### config.mk
export PLATFORM = sky130hd
export DESIGN_NAME = metropolis_judge
export DESIGN_NICKNAME = d
export VERILOG_FILES = /design/src/rtl/metropolis_judge.sv
export SDC_FILE = /design/constraint.sdc
export NUM_CORES = 2
export LEC_CHECK = 0
export ABC_AREA = 1
export BUFFER_PORTS_ARGS = -buffer_cell sky130_fd_sc_hd__buf_4
export CORE_MARGIN = 4
export CORE_UTILIZATION = 24
export CTS_BUF_LIST = sky130_fd_sc_hd__clkbuf_8
export CTS_CLUSTER_SIZE = 25
export DETAILED_ROUTE_END_ITERATION = 12
export PLACE_DENSITY = 0.39
export SYNTH_ARGS = -nofsm -noshare
export SYNTH_HDL_FRONTEND = slang
export SYNTH_SLANG_ARGS = --single-unit
export TNS_END_PERCENT = 20
### constraint.sdc
create_clock -name clk -period 8.21 [get_ports clk]
set_clock_uncertainty 0.1 [all_clocks]
set_input_delay 0.4105 -clock clk [delete_from_list [all_inputs] [get_ports clk]]
set_output_delay 0.4105 -clock clk [all_outputs]
set_load 0.02 [all_outputs]
### src/rtl/metropolis_judge.sv
// ---------------------------------------------------------------------------
// metropolis_judge
//
// Metropolis acceptance unit shared by REPLICA_NUM interleaved replicas of the
// replica-exchange TSP annealer. For each move proposal it accumulates a
// signed tour-length delta from a stream of distance terms, scales it by the
// replica's inverse temperature, compares against a per-move random
// threshold, and updates the replica's stored tour length on acceptance.
//
// Ports:
//   clk, rst_n        clock, asynchronous active-low reset
//   init_*            direct write of a replica's total tour length
//   cmd_*             move proposal handshake (id, opt code, threshold)
//   term_*            distance term stream (op, data, last) for the proposal
//   res_*             decision result (id, opt, accept, delta, new total)
// All outputs are registered.
// ---------------------------------------------------------------------------
module metropolis_judge #(
    parameter int REPLICA_NUM = 32,
    parameter int REP_W       = $clog2(REPLICA_NUM),
    parameter int DIST_W      = 18,
    parameter int DELTA_W     = 21,
    parameter int TOTAL_W     = 23,
    parameter int DBETA       = 5,
    parameter int THR_W       = 32
) (
    input  logic               clk,
    input  logic               rst_n,
    input  logic               init_valid,
    input  logic [REP_W-1:0]   init_id,
    input  logic [TOTAL_W-1:0] init_total,
    input  logic               cmd_valid,
    output logic               cmd_ready,
    input  logic [REP_W-1:0]   cmd_id,
    input  logic [1:0]         cmd_opt,
    input  logic [THR_W-1:0]   cmd_thresh,
    input  logic               term_valid,
    output logic               term_ready,
    input  logic [1:0]         term_op,
    input  logic [DIST_W-1:0]  term_data,
    input  logic               term_last,
    output logic               res_valid,
    input  logic               res_ready,
    output logic [REP_W-1:0]   res_id,
    output logic [1:0]         res_opt,
    output logic               res_accept,
    output logic [DELTA_W-1:0] res_delta,
    output logic [TOTAL_W-1:0] res_total
);

    localparam int BETA_W = $clog2(DBETA * REPLICA_NUM + 1);
    localparam int PROD_W = DELTA_W + BETA_W;
    localparam int CMP_W  = (PROD_W > THR_W) ? PROD_W : THR_W;
    localparam int SUM_W  = ((TOTAL_W > DELTA_W) ? TOTAL_W : DELTA_W) + 2;

    localparam logic [1:0] OP_DNOP = 2'b00;
    localparam logic [1:0] OP_ZERO = 2'b01;
    localparam logic [1:0] OP_PLS  = 2'b10;
    localparam logic [1:0] OP_MNS  = 2'b11;

    localparam logic signed [DELTA_W-1:0] ACC_MAX = {1'b0, {(DELTA_W-1){1'b1}}};
    localparam logic signed [DELTA_W-1:0] ACC_MIN = {1'b1, {(DELTA_W-1){1'b0}}};

    typedef enum logic [2:0] {
        IDLE,
        ACC,
        MUL,
        DEC,
        RES
    } state_t;

    state_t                     state;
    logic [REP_W-1:0]           id_q;
    logic [1:0]                 opt_q;
    logic [THR_W-1:0]           thresh_q;
    logic signed [DELTA_W-1:0]  acc_q;
    logic signed [PROD_W-1:0]   prod_q;
    logic [TOTAL_W-1:0]         totals [REPLICA_NUM];

    logic signed [DELTA_W:0]    acc_ext;
    logic signed [DELTA_W:0]    data_ext;
    logic signed [DELTA_W:0]    acc_sum;
    logic signed [DELTA_W-1:0]  acc_next;
    logic [BETA_W:0]            beta;
    logic signed [PROD_W-1:0]   prod_next;
    logic [TOTAL_W-1:0]         total_cur;
    logic signed [SUM_W-1:0]    total_sum;
    logic [TOTAL_W-1:0]         total_clamped;
    logic                       accept;

    // Next accumulator value for the term on the bus. The sum is formed one
    // bit wider than the accumulator so overflow shows up as a disagreement
    // of the top two bits, which selects the saturation limit.
    always_comb begin
        acc_ext  = $signed({acc_q[DELTA_W-1], acc_q});
        data_ext = $signed({1'b0, DELTA_W'(term_data)});
        acc_sum  = acc_ext;
        acc_next = acc_q;
        case (term_op)
            OP_PLS:  acc_sum = acc_ext + data_ext;
            OP_MNS:  acc_sum = acc_ext - data_ext;
            default: acc_sum = acc_ext;
        endcase
        if (term_op == OP_ZERO) begin
            acc_next = '0;
        end else if (term_op == OP_DNOP) begin
            acc_next = acc_q;
        end else if (acc_sum[DELTA_W] != acc_sum[DELTA_W-1]) begin
            acc_next = acc_sum[DELTA_W] ? ACC_MIN : ACC_MAX;
        end else begin
            acc_next = acc_sum[DELTA_W-1:0];
        end
    end

    // Inverse temperature of the current replica is DBETA*(id+1); it is
    // always positive, so it is zero-extended before the signed multiply.
    always_comb begin
        beta      = (BETA_W+1)'(DBETA * (int'(id_q) + 1));
        prod_next = PROD_W'(acc_q) * $signed(PROD_W'(beta));
    end

    // Decision and clamped write-back value. A non-positive delta always
    // accepts, so the threshold compare only matters when the product is
    // positive and can be done on unsigned magnitudes.
    always_comb begin
        total_cur     = totals[id_q];
        accept        = acc_q[DELTA_W-1] || (acc_q == '0) ||
                        (CMP_W'($unsigned(prod_q)) < CMP_W'(thresh_q));
        total_sum     = $signed(SUM_W'(total_cur)) + SUM_W'(acc_q);
        total_clamped = total_sum[TOTAL_W-1:0];
        if (total_sum[SUM_W-1]) begin
            total_clamped = '0;
        end else if (|total_sum[SUM_W-2:TOTAL_W]) begin
            total_clamped = '1;
        end
    end

    // Main control FSM with registered handshake and result outputs. The
    // init write is placed after the decision write-back so that an init to
    // the same replica in the same cycle takes precedence.
    always_ff @(posedge clk or negedge rst_n) begin
        if (!rst_n) begin
            state      <= IDLE;
            id_q       <= '0;
            opt_q      <= '0;
            thresh_q   <= '0;
            acc_q      <= '0;
            prod_q     <= '0;
            cmd_ready  <= 1'b0;
            term_ready <= 1'b0;
            res_valid  <= 1'b0;
            res_id     <= '0;
            res_opt    <= '0;
            res_accept <= 1'b0;
            res_delta  <= '0;
            res_total  <= '0;
            for (int i = 0; i < REPLICA_NUM; i++) begin
                totals[i] <= '0;
            end
        end else begin
            case (state)
                IDLE: begin
                    cmd_ready <= 1'b1;
                    if (cmd_ready && cmd_valid) begin
                        id_q       <= cmd_id;
                        opt_q      <= cmd_opt;
                        thresh_q   <= cmd_thresh;
                        acc_q      <= '0;
                        cmd_ready  <= 1'b0;
                        term_ready <= 1'b1;
                        state      <= ACC;
                    end
                end
                ACC: begin
                    if (term_valid && term_ready) begin
                        acc_q <= acc_next;
                        if (term_last) begin
                            term_ready <= 1'b0;
                            state      <= MUL;
                        end
                    end
                end
                MUL: begin
                    prod_q <= prod_next;
                    state  <= DEC;
                end
                DEC: begin
                    if (accept) begin
                        totals[id_q] <= total_clamped;
                        res_total    <= total_clamped;
                    end else begin
                        res_total    <= total_cur;
                    end
                    res_id     <= id_q;
                    res_opt    <= opt_q;
                    res_accept <= accept;
                    res_delta  <= acc_q;
                    res_valid  <= 1'b1;
                    state      <= RES;
                end
                RES: begin
                    if (res_ready) begin
                        res_valid <= 1'b0;
                        cmd_ready <= 1'b1;
                        state     <= IDLE;
                    end
                end
                default: begin
                    state <= IDLE;
                end
            endcase
            if (init_valid) begin
                totals[init_id] <= init_total;
            end
        end
    end

endmodule

* Word level (Yosys, flattened, before mapping)
Cells that the tools add are included.
** Cells by class
- Equal/unequal tests :: 14
- $lt $le $gt $ge :: 5
- Muxes and demuxes :: 37
- Bitwise gates (word level) :: 2
- Multiply operators :: 2
- $add $sub $neg :: 4
- Reduce and logical (&&, ||, !) cells :: 19
** Operators by type and width (count)
- $mux W736 :: 3
- $bwmux W736 :: 2
- $demux W23 S5 :: 2
- $mux W23 :: 7
- $mux W21 :: 6
- $bmux W23 S5 :: 1
- $pmux W22 S2 :: 1
- $pmux W21 S2 :: 1
- $lt A29 B32 Y1 :: 1
- $mul A21 B10 Y29 :: 1
- $add A24 B21 Y25 :: 1
- $add A21 B19 Y22 :: 1
- $sub A21 B19 Y22 :: 1
- $logic_not A21 Y1 :: 1
- $pmux W3 S5 :: 1
- $ge A6 B6 Y1 const B :: 2
- $lt A6 B1 Y1 const B :: 2
- $mux W3 :: 4
- $not A5 Y6 :: 2
- $reduce_and A4 Y1 :: 3
- $mul A3 B6 Y9 const A :: 1
- $ne A2 B2 Y1 const B :: 4
- $add A5 B1 Y6 const B :: 1
- $eq A3 B2 Y1 const B :: 2
- 16 further kinds :: 32
** Word-level totals
- Register bits :: 883

* Longest topological paths before layout
- Depth in word-level cells :: 12
- Depth in mapped cells :: 37
- Gate-level depth less buffers :: 35

* Worst setup path before layout
OpenSTA, ideal clock, no wires.
- Path type :: reg-to-reg
- Start :: register id_q[0]
- End :: register prod_q[23]
- Slack :: 256 ps
- Buffers on the path :: 5
- Arrival :: 7736 ps
- Cell stages (with the launch flop) :: 31
- Clock period less this slack :: 7954 ps
- Cells stage by stage :: dfrtp_1 -> inv_2 -> clkbuf_1 -> clkbuf_1 -> clkbuf_1 -> buf_1 -> ha_1 -> ha_1 -> ha_1 -> inv_1 -> fa_1 -> xnor2_1 -> clkinv_1 -> clkbuf_1 -> nor2_1 -> fa_1 -> fa_1 -> fa_1 -> fa_1 -> inv_1 -> fa_1 -> inv_1 -> ha_1 -> a21oi_1 -> o21ai_0 -> a21oi_1 -> nand3_1 -> a21o_1 -> or2_2 -> nand3_1 -> nand2_1
** On the way
- Longest elaborated chain between the ends :: 3
** Ends and longest elaborated chain
- start, declared :: RTL line 73 : logic [REP_W-1:0] id_q;
- start signal, assigned :: RTL line 165 : id_q <= cmd_id;
- $add A5 B1 Y6 :: RTL line 118 : beta = (BETA_W+1)'(DBETA * (int'(id_q) + 1));
- $mul A3 B6 Y9 :: RTL line 118
- $mul A21 B10 Y29 :: RTL line 119 : prod_next = PROD_W'(acc_q) * $signed(PROD_W'(beta));
- end signal, assigned :: RTL line 184 : prod_q <= prod_next;
- end, declared :: RTL line 77 : logic signed [PROD_W-1:0] prod_q;
Every way passes these cells.
A chain may end at the register's enable or synchronous reset.

* Worst setup path in the final report
Ends and elaborated chain as after synthesis.

==> summary.txt <==
Status - completed
Most used DFF post-synth - dfrtp_1
Critical path type - flop to flop
Max-Cap Viols - 0
Share of the core filled with cells - 27.8%
Max-slew headroom - 16.6%
Met3 wire length - 14800 µm
Num ports - 149
CTS tree - built
Mapped cell area - 60800 µm²
CP max FO - 17
Clk_lat worst skew - 1.01 ns
DPL Wire Length - 181000 µm
Power per Cell Area - 497 nW/µm²
P&R area growth vs syn - 15.1%
Die height - 511 µm
Nets - 9842
CP Launch Type - flop
Layout cells sized above 1 - 7.29%
Routed vias/inst - 4.70
Routed len/inst - 21.6 µm
Post-CTS Repair Setup Buffers - 0
Final slew viol count - 0
Clk root buf - clkbuf_8
Metal-1 WL - 128000 µm
Crit end category - flop
Pin count of the biggest net entering global routing - 156
Critical Path AT - 8.34 ns
Vias in the first global route - 58800
DR top layer - met4
First-pass GRT wire length - 409000 µm
Mean Syn Cell Area - 6.44 µm²
Maximum clock rate - 0.132 GHz
Fin Setup TNS - 0 ns
Met2 wire length - 128000 µm
Floorplan core area - 252000 µm²
Mapped Nets - 9846
Overflow after GRT - 0
Placed cell count - 12500
H-tree depth - 4
FFs w/ async S/R, synth - 100%
Die width - 511 µm
Fill cells - 28000
Initial Util - 24.2%
I/O Buffers - 148
Worst Hold Class - input port to async pin
Smallest hold slack - 0.0906 ns
Sequential share of the synthesized area - 36.3%
Die area - 262000 µm²
Post-Route WL - 279000 µm
Initial antenna violation count - 9
Post-synth EDFFs - 0
Total number of yosys warnings - 0
Final min period - 7.58 ns
DR vias - 60700
Drt initial violations - 5208
R2R Setup Slk - 0.63 ns
Num CTS Buffers - 182
Final GP Congestion - 0.844
Fin crit share - 92.4%
Tot Pwr - 34.8 mW
Drc violations - 0
CTS sink cnt - 883
Row cnt - 184
Final hold vios - 0
RSZ-0062 raised after global routing - no
WP data required - 8.96 ns
Syn Inst Count - 9451
Final setup fails - 0
Synth cell types - 52
Final ANT Viol Nets - 0
DR pass1 iterations - 7
Least-Margin Pin Slew - 1.25 ns
Longest Clk Path Bufs - 3
Final cell count without fillers - 12900
Worst vdd ir - 535 µV
Synthesized flop and latch total - 883
Worst-path clk slew - 0.06 ns
Total track usage - 20.8%
Leak - 36.8 nW
==> worst max-delay path, stage by stage (launching register included) <==
cell,delay (ns)
dfrtp_4,0.58
inv_8,0.17
ha_1,0.27
ha_1,0.30
ha_1,0.17
inv_1,0.06
fa_1,0.47
xnor2_1,0.17
buf_4,0.17
clkinvlp_4,0.34
nor2_1,0.25
fa_1,0.47
fa_1,0.57
fa_1,0.43
fa_1,0.49
inv_1,0.05
fa_1,0.47
inv_1,0.04
ha_1,0.35
a21oi_1,0.21
o21ai_0,0.16
a21oi_1,0.23
nand3_1,0.25
a21o_1,0.25
or2_2,0.27
nand3_1,0.09
nand2_1,0.06
==> synthesized netlist by cell type, types with 9 or more instances <==
master / instances / area (µm²)
buf_2: 153 / 766
nand4_1: 67 / 419
xor2_1: 20 / 175
nand3_1: 280 / 1400
dfrtp_1: 883 / 22100
fa_1: 153 / 3060
clkinv_1: 10 / 37.5
or2_2: 16 / 100
clkbuf_1: 407 / 1530
nand2_1: 2640 / 9910
o21bai_1: 12 / 90.1
nor4_1: 12 / 75.1
o21ai_0: 503 / 2520
nand3_2: 13 / 130
a21oi_1: 226 / 1130
nor3_1: 35 / 175
inv_1: 638 / 2390
a31oi_1: 10 / 62.6
nand2_2: 9 / 56.3
o22ai_1: 144 / 901
nor2_1: 2937 / 11000
o21ai_1: 9 / 45.0
ha_1: 148 / 1850
inv_2: 10 / 37.5
buf_1: 27 / 101
xnor2_1: 26 / 228
==> state kept, by name, indices dropped and copies added, names as in the netlist, 3 cells and up <==
| register | flops |
|---|---|
| prod_q | 29 |
| thresh_q | 32 |
| state | 3 |
| acc_q | 21 |
| totals | 736 |
| res_id | 5 |
| res_delta | 21 |
| id_q | 5 |
| res_total | 23 |
==> metrics by stage <==
stage | worst slack (ns) | area (µm²)
after floorplan | 0.256 | 60800
final | 0.625 | 70000
after global placement | 0.370 | 65600
after global routing | 0.140 | 70000
after detailed placement | 0.397 | 65600
after CTS | 0.379 | 70000
==> cell usage in the layout (no fill, tap or decap), drive strengths merged, types with 5 or more instances in the layout <==
| cell type | instances |
|---|---|
| a21o | 6 |
| nand3 | 293 |
| o21ai | 512 |
| buf | 328 |
| fa | 153 |
| a211oi | 5 |
| nor4 | 12 |
| ha | 148 |
| clkinv | 25 |
| nor3 | 37 |
| a31oi | 10 |
| nand2 | 2649 |
| dlygate4sd3 | 79 |
| o22ai | 144 |
| clkbuf | 212 |
| inv | 726 |
| nand4 | 67 |
| a21boi | 5 |
| or2 | 16 |
| dfrtp | 883 |
| a22o | 5 |
| nor2 | 2941 |
| a21oi | 228 |
| nand3b | 6 |
| diode | 5 |
| xnor2 | 26 |
| xor2 | 20 |
| o21bai | 12 |
==> cell families (layout without fill, tap and decap cells) <==
group	count (synthesis)	after routing	share of synthesized area [%]
muxes	3	3	0.0555
DFF	883	883	36.3
adders and majority gates	301	301	8.08
other	0	5	0
and+or+nand+nor	6024	6024	38.5
AOI/OAI and AO/OA	941	941	8.30
buffers and inverters	1253	1376	8.09
xor gates and xnor gates	46	46	0.662
==> area by class of cell <==
class | instances | area, µm² | area share (%)
multi-input cells | 7315 | 34100 | 48.6
flip-flops and latches | 883 | 22100 | 31.6
well taps | 3348 | 4190 | 5.98
repair buffers | 407 | 3610 | 5.15
clock buffers | 212 | 2920 | 4.17
inverters | 658 | 2490 | 3.55
clock inverters | 99 | 653 | 0.932
diodes | 5 | 12.5 | 0.0179
==> worst paths after layout <==
path,startpoint,to,cells after the start
max,id_q[0],prod_q[23],26
max in group asynchronous,rst_n,totals[694],4
min in group clk,term_data[15],acc_q[15],8
min,rst_n,res_delta[0],3
max reg2reg,id_q[0],prod_q[23],26
min reg2reg,prod_q[1],prod_q[1],2
==> report_power, final <==
| group | internal, mW | switching, mW | leakage [nW] | total (mW) |
|---|---|---|---|---|
| Sequential | 6.27 | 1.24 | 9.72 | 7.51 |
| Clock | 2.48 | 2.30 | 2.09 | 4.78 |
| Combinational | 6.36 | 16.1 | 25.0 | 22.5 |
| Total | 15.1 | 19.7 | 36.8 | 34.8 |
==> layer usage <==
metal	vias up	global-route usage [%]
met3	375	2.86
met1	29500	28.3
met4	0	6.32
li1	29100	-
met2	1678	34.2
met5	-	0
==> timing repair <==
| action | CTS | global route |
|---|---|---|
| gates resized for setup | 0 | 1 |
| endpoints found under the hold margin | 905 | 0 |
| endpoints found under the setup margin | 0 | 1 |
| hold buffers | 80 | 0 |
Power figures use the tool's default switching activity.
